File: config.mk
export PLATFORM = sky130hd
export DESIGN_NAME = ram_ctrl
export DESIGN_NICKNAME = d
export VERILOG_FILES = /design/src/rtl/ram_ctrl.sv
export SDC_FILE = /design/constraint.sdc
export NUM_CORES = 2
export LEC_CHECK = 0
export CAP_MARGIN = 20
export CORE_ASPECT_RATIO = 0.5
export CORE_MARGIN = 3
export CORE_UTILIZATION = 30
export DETAILED_ROUTE_END_ITERATION = 10
export HOLD_SLACK_MARGIN = 0.1
export PLACE_DENSITY = 0.41
export SYNTH_ARGS = -nofsm -noshare
export SYNTH_HDL_FRONTEND = slang
export SYNTH_SLANG_ARGS = --single-unit
export TNS_END_PERCENT = 20
File: constraint.sdc
create_clock -name clk -period 7.24 [get_ports clk]
set_input_delay 2.172 -clock clk [delete_from_list [all_inputs] [get_ports clk]]
set_output_delay 2.172 -clock clk [all_outputs]
set_load 0.01 [all_outputs]
File: src/rtl/ram_ctrl.sv
// Single-port word RAM with a valid/ready request channel and a registered read response.
// The array is zeroed by an INIT sweep after reset and on every clr pulse seen in RUN.
module ram_ctrl #(
  parameter int DATA_W = 8,
  parameter int DEPTH  = 256,
  parameter int ADDR_W = 8
) (
  input  logic              clk,
  input  logic              rst_n,
  input  logic              clr,
  input  logic              req_valid,
  output logic              req_ready,
  input  logic              req_we,
  input  logic [ADDR_W-1:0] req_addr,
  input  logic [DATA_W-1:0] req_wdata,
  output logic              rsp_valid,
  input  logic              rsp_ready,
  output logic [DATA_W-1:0] rsp_rdata,
  output logic              rsp_err,
  output logic              init_busy
);

  localparam int IDX_W = (DEPTH > 1) ? $clog2(DEPTH) : 1;
  localparam logic [IDX_W-1:0]  LAST_IDX = IDX_W'(DEPTH - 1);
  localparam logic [ADDR_W:0]   DEPTH_W  = (ADDR_W + 1)'(DEPTH);

  typedef enum logic {ST_INIT, ST_RUN} state_e;

  state_e            state_q, state_d;
  logic [IDX_W-1:0]  cnt_q, cnt_d;
  logic              rsp_valid_q, rsp_valid_d;
  logic              rsp_err_q, rsp_err_d;
  logic [DATA_W-1:0] rsp_rdata_q, rsp_rdata_d;

  logic [DATA_W-1:0] mem [DEPTH];

  logic              in_range;
  logic [IDX_W-1:0]  req_idx;
  logic              accept;
  logic              mem_we;
  logic [IDX_W-1:0]  mem_waddr;
  logic [DATA_W-1:0] mem_wdata;

  assign in_range  = {1'b0, req_addr} < DEPTH_W;
  assign req_idx   = req_addr[IDX_W-1:0];
  assign req_ready = (state_q == ST_RUN) && (!rsp_valid_q || rsp_ready);
  assign accept    = req_valid && req_ready;

  always_comb begin
    state_d     = state_q;
    cnt_d       = cnt_q;
    mem_we      = 1'b0;
    mem_waddr   = req_idx;
    mem_wdata   = req_wdata;
    rsp_valid_d = rsp_valid_q;
    rsp_err_d   = rsp_err_q;
    rsp_rdata_d = rsp_rdata_q;

    case (state_q)
      ST_INIT: begin
        // The sweep owns the write port; clr is ignored so the sweep is never restarted.
        mem_we    = 1'b1;
        mem_waddr = cnt_q;
        mem_wdata = '0;
        if (cnt_q == LAST_IDX) begin
          state_d = ST_RUN;
          cnt_d   = '0;
        end else begin
          cnt_d = cnt_q + 1'b1;
        end
      end
      default: begin
        if (accept && req_we && in_range) begin
          mem_we = 1'b1;
        end
        if (clr) begin
          state_d = ST_INIT;
          cnt_d   = '0;
        end
      end
    endcase

    // Response register: a pending response survives entry into INIT until consumed.
    if (accept && !req_we) begin
      rsp_valid_d = 1'b1;
      rsp_err_d   = !in_range;
      rsp_rdata_d = in_range ? mem[req_idx] : '0;
    end else if (rsp_ready) begin
      rsp_valid_d = 1'b0;
    end
  end

  always_ff @(posedge clk) begin
    if (mem_we) begin
      mem[mem_waddr] <= mem_wdata;
    end
  end

  always_ff @(posedge clk or negedge rst_n) begin
    if (!rst_n) begin
      state_q     <= ST_INIT;
      cnt_q       <= '0;
      rsp_valid_q <= 1'b0;
      rsp_err_q   <= 1'b0;
      rsp_rdata_q <= '0;
    end else begin
      state_q     <= state_d;
      cnt_q       <= cnt_d;
      rsp_valid_q <= rsp_valid_d;
      rsp_err_q   <= rsp_err_d;
      rsp_rdata_q <= rsp_rdata_d;
    end
  end

  assign rsp_valid = rsp_valid_q;
  assign rsp_err   = rsp_err_q;
  assign rsp_rdata = rsp_rdata_q;
  assign init_busy = (state_q == ST_INIT);

endmodule

Word level (Yosys, flattened, before mapping)
Memory sizes are Yosys's and may differ from the RTL's. A register that Yosys moved wholly into a read port is not among the register bits.
Index checks and enable logic that the tools add are counted.

word-level totals
  flip-flop bits (word level) = 10
  bits in writable memories = 2048
  input port bits = 22
  output and inout bits = 12
  logic and storage cells = 31
  memories kept = 1

operators by class
  $add $sub $neg = 1
  equality and inequality tests = 2
  multiplexer cells = 14
  bitwise operators = 1
  reduce and logical (&&, ||, !) cells = 9

memories
  name  depth  width  read ports  clocked after Yosys merged registers in  wr ports  RTL line  source
  mem   256    8      1           1                                        1         35        logic [DATA_W-1:0] mem [DEPTH];

operators with widths
  cell                                           count
  2-to-1 mux 8 bit                               5
  2-to-1 mux 1 bit                               9
  adder 8 x 1 -> 8 bit (second input constant)   1
  equality test 8 bit (second input constant)    1
  logical AND 1 bit                              4
  zero test 1 bit                                3
  inequality test 2 bit (second input constant)  1
  nonzero test 2 bit                             1
  logical OR 1 bit                               1
  inverter 1 bit                                 1

Depth between registers and ports, before layout
  depth after elaboration = 9
  mapped depth = 12
  depth with buffers taken out = 7

Worst setup path before layout
OpenSTA, ideal clock, no wires.

  path type = input to register
  start = input req_wdata[0]
  end = memory mem[0][0], data pin
  library setup time = 867 ps
  data arrival time = 5399 ps
  required time = 6373 ps
  path slack = 974 ps
  stages = 1
  buffers on the path = 0
  cell sequence = and2_1

on the way
  word-level cells in the longest chain between the ends = 1

ends and longest elaborated chain
  element           RTL line  source
  from (decl)       15        input logic [DATA_W-1:0] req_wdata,
  2-to-1 mux 8 bit  59        case (state_q)
  to (decl)         35

No other way between the ends.

==> impl_metrics.tcl <==
set metrics [dict create \
    status "completed" \
    endpoint_kind "flop" \
    ant_nets 0 \
    finalPower_uw 26400 \
    p_switching_uw 6350 \
    grt_pass1_wl_mm 348 \
    wl_mm 252 \
    ys_top_cells_by_area "edfxtp_1 76%, mux4_2 9.6%, mux2i_1 3.5%" \
    powerDensity_nw_per_um2 284 \
    htree_levels 4 \
    setup_viol_count_final 0 \
    final.min_clock_period_ps 6150 \
    antennaDiodeCount 0 \
    ff2ff_path_depth 5 \
    synthDistinctLibCells 82 \
    rrSetupSlack_ps 3210 \
    cp_top_family "simple AND/OR/NAND/NOR gates" \
    worstHoldStart "rsp_valid$_DFFE_PN0P_" \
    via_count 41400 \
    dpl_worst_slack_ps 390 \
    syn-num-nets 4049 \
    synth_ff_type "edfxtp_1" \
    synth_top_area_share_pct 75.8 \
    core_um2 268000 \
    grtUsageTotal_pct 17.8 \
    holdBufCountCts 0 \
    post_cts_buffers 0 \
    cts_resized 0 \
    syn_area_um2 81200 \
    ff_latch_area_um2 61900 \
    place_congestion 0.809 \
    path_clk_slew_ps 70 \
    setup_tns_ps 0 \
    grt_max_degree 171 \
    crit_arrival_ps 6940 \
    fill_cells 25200 \
    clock_latency_ps 860 \
    drt_pre_antenna_iters 6 \
    ys_seq_area_share_pct 76.3 \
    drive_above_1_share_pct 19.6 \
    slew_headroom_pct 20.5 \
    wl_per_cell_um 31.5 \
    critical_path_class "in2reg" \
    worstReg2RegEnd "mem[244][6]$_DFFE_PP_" \
    p_int_uw 20000 \
    layout.cells.non_filler 8001 \
    numPlacedInstances 7634 \
    grt_pass1_vias 41700 \
    hold_end "rsp_valid$_DFFE_PN0P_" \
    dieWidth_um 742 \
    leakage_uw 0.0294 \
    dieHeight_um 374 \
    pwr-share-clk_pct 40.0 \
    worst_slew_pin_slew_ps 1180 \
    root_buffer "clkbuf_16" \
    rsz0062_at_grt "no" \
    p_sw_share_pct 24.1 \
    cts_tree "done" \
    via_per_inst 5.17 \
    startpoint_type "primary input" \
    slew_violations 0 \
    drc 0 \
    synthCells 4026 \
    hold_depth 2 \
    cp_data_required_time_ps 8030 \
    setup_ws_ps 1090 \
    io_pins 34 \
    ys_top_cells_by_count "2,048 x edfxtp_1, 345 x mux4_2, 288 x nor2_1" \
    numCtsBuffers 206 \
    dieArea_um2 277000 \
    drt_iter0_markers 4337 \
    min_path_type "reg2reg" \
    r2r-start "state_q$_DFF_PN0_" \
    p_comb_share_pct 8.8 \
    multiInputGateArea_um2 17500 \
    hpwl_mm 158 \
    ir_drop_mv 0.196 \
    yosysWarningCount 0 \
    critPathMaxFanout 23 \
    cts_buffer_depth 4 \
    async_reset_ff_share_pct 0.871 \
    slowest_stage "nor4b_1" \
    p_seq_share_pct 51.2 \
    rows 134 \
    area_growth_pct 14.1 \
    fmax_mhz 162 \
    syn_avg_cell_area_um2 20.2 \
    clock-sinks 2066 \
    worstPathCellList "buf_2 -> nand2_2 -> buf_4 -> o221ai_1 -> o22ai_1 -> o21bai_1 -> a21oi_1 -> nor4b_1 -> a211o_1" \
    finClkSkew_ps 68.9 \
    worst-path-buf-inv 2 \
    min_period_over_period_pct 85.0 \
    portBuffers 32 \
    drv_cap 0 \
    grt_overflow_total 0 \
    ys_ff_latch 2066 \
    hold_viol 0 \
    yosys.area.top_type "edfxtp_1" \
    max_stage_delay_ps 1000 \
    cp.depth 9 \
    start_util_pct 30.3 \
    synth-edff-count 2048 \
    nets 4264 \
    yosysMostFrequentCell "edfxtp_1" \
    antenna_found_initial 15 \
]
[cell usage in the layout (no fill, tap or decap), drive strengths merged, types with 35 or more instances in the layout]
master and count:
o21ai 35, clkinv 86, clkbuf 251, mux2i 285, nand2 168, a22oi 56
mux4 385, edfxtp 2048, a211oi 41, buf 215, o221ai 46, nor3 35
a21oi 47, o22ai 108, nand3 51, nor2 288
[metal layers]
layer	up-vias	routed length [µm]	track usage [%]
met5	-	12	0
met4	2	4170	3.31
met3	267	14900	2.93
met2	1344	112000	26.8
met1	22600	121000	27.3
li1	17100	-	-
[how the worst max path moves through the flow]
stage,from,endpoint,slack [ps]
final,req_addr[2],rsp_rdata[4]$_DFFE_PN0P_,1090
after floorplan,req_wdata[0],mem[0][0]$_DFFE_PP_,970
after CTS,req_addr[2],rsp_rdata[4]$_DFFE_PN0P_,1340
after global routing,req_addr[2],rsp_rdata[4]$_DFFE_PN0P_,1300
after global placement,req_addr[2],rsp_rdata[4]$_DFFE_PN0P_,460
after detailed placement,req_addr[2],rsp_rdata[4]$_DFFE_PN0P_,390
[area by class of cell]
type / instances / area share (%)
Sequential cell: 2066 / 66.9
Multi-Input combinational cell: 1714 / 18.9
Inverter: 10 / 0.0432
Clock buffer: 251 / 5.77
Tap cell: 3604 / 4.87
Clock inverter: 113 / 1.13
Timing Repair Buffer: 243 / 2.45
[power groups by stage]
stage               sequential (µW)  combinational [µW]  clock, µW
global placement              13700                2280          0
CTS                           13500                2300      10800
floorplan                     13700                1130          0
finish                        13500                2330      10500
global route                  13500                2430      11300
detailed placement            13800                2300          0
[worst min-delay path: stages, from the launching register on]
cell and delay [ps]:
dfrtp_1 340, nand2b_1 100, nand2_1 70
[state kept, by name, indices dropped and copies added (netlist names)]
signal / count
cnt_q: 8
state_q: 1
mem: 2048
rsp_valid: 1
rsp_rdata: 8
[kinds of logic (layout without fill, tap and decap cells)]
family	Yosys count	in the layout	synth area share, %
AO/OA/AOI/OAI	431	431	3.82
XOR/XNOR	3	3	0.0324
adder cells (fa/ha/maj)	1	1	0.0154
buffers and inverters	246	617	2.24
flip-flops	2066	2066	76.3
multiplexers	671	671	14.4
other	1	1	0.00462
AND/OR/NAND/NOR	607	607	3.19
[through the flow]
step | util [%] | instance area (µm²) | hold slack, ps
after CTS | 34.6 | 92600 | 551
after global placement | 32.1 | 86100 | 522
after floorplan | - | 81200 | 519
after detailed placement | 32.2 | 86200 | 543
after global routing | 34.6 | 92600 | 565
final | 34.6 | 92600 | 551
(Power assumes the default switching activity.)
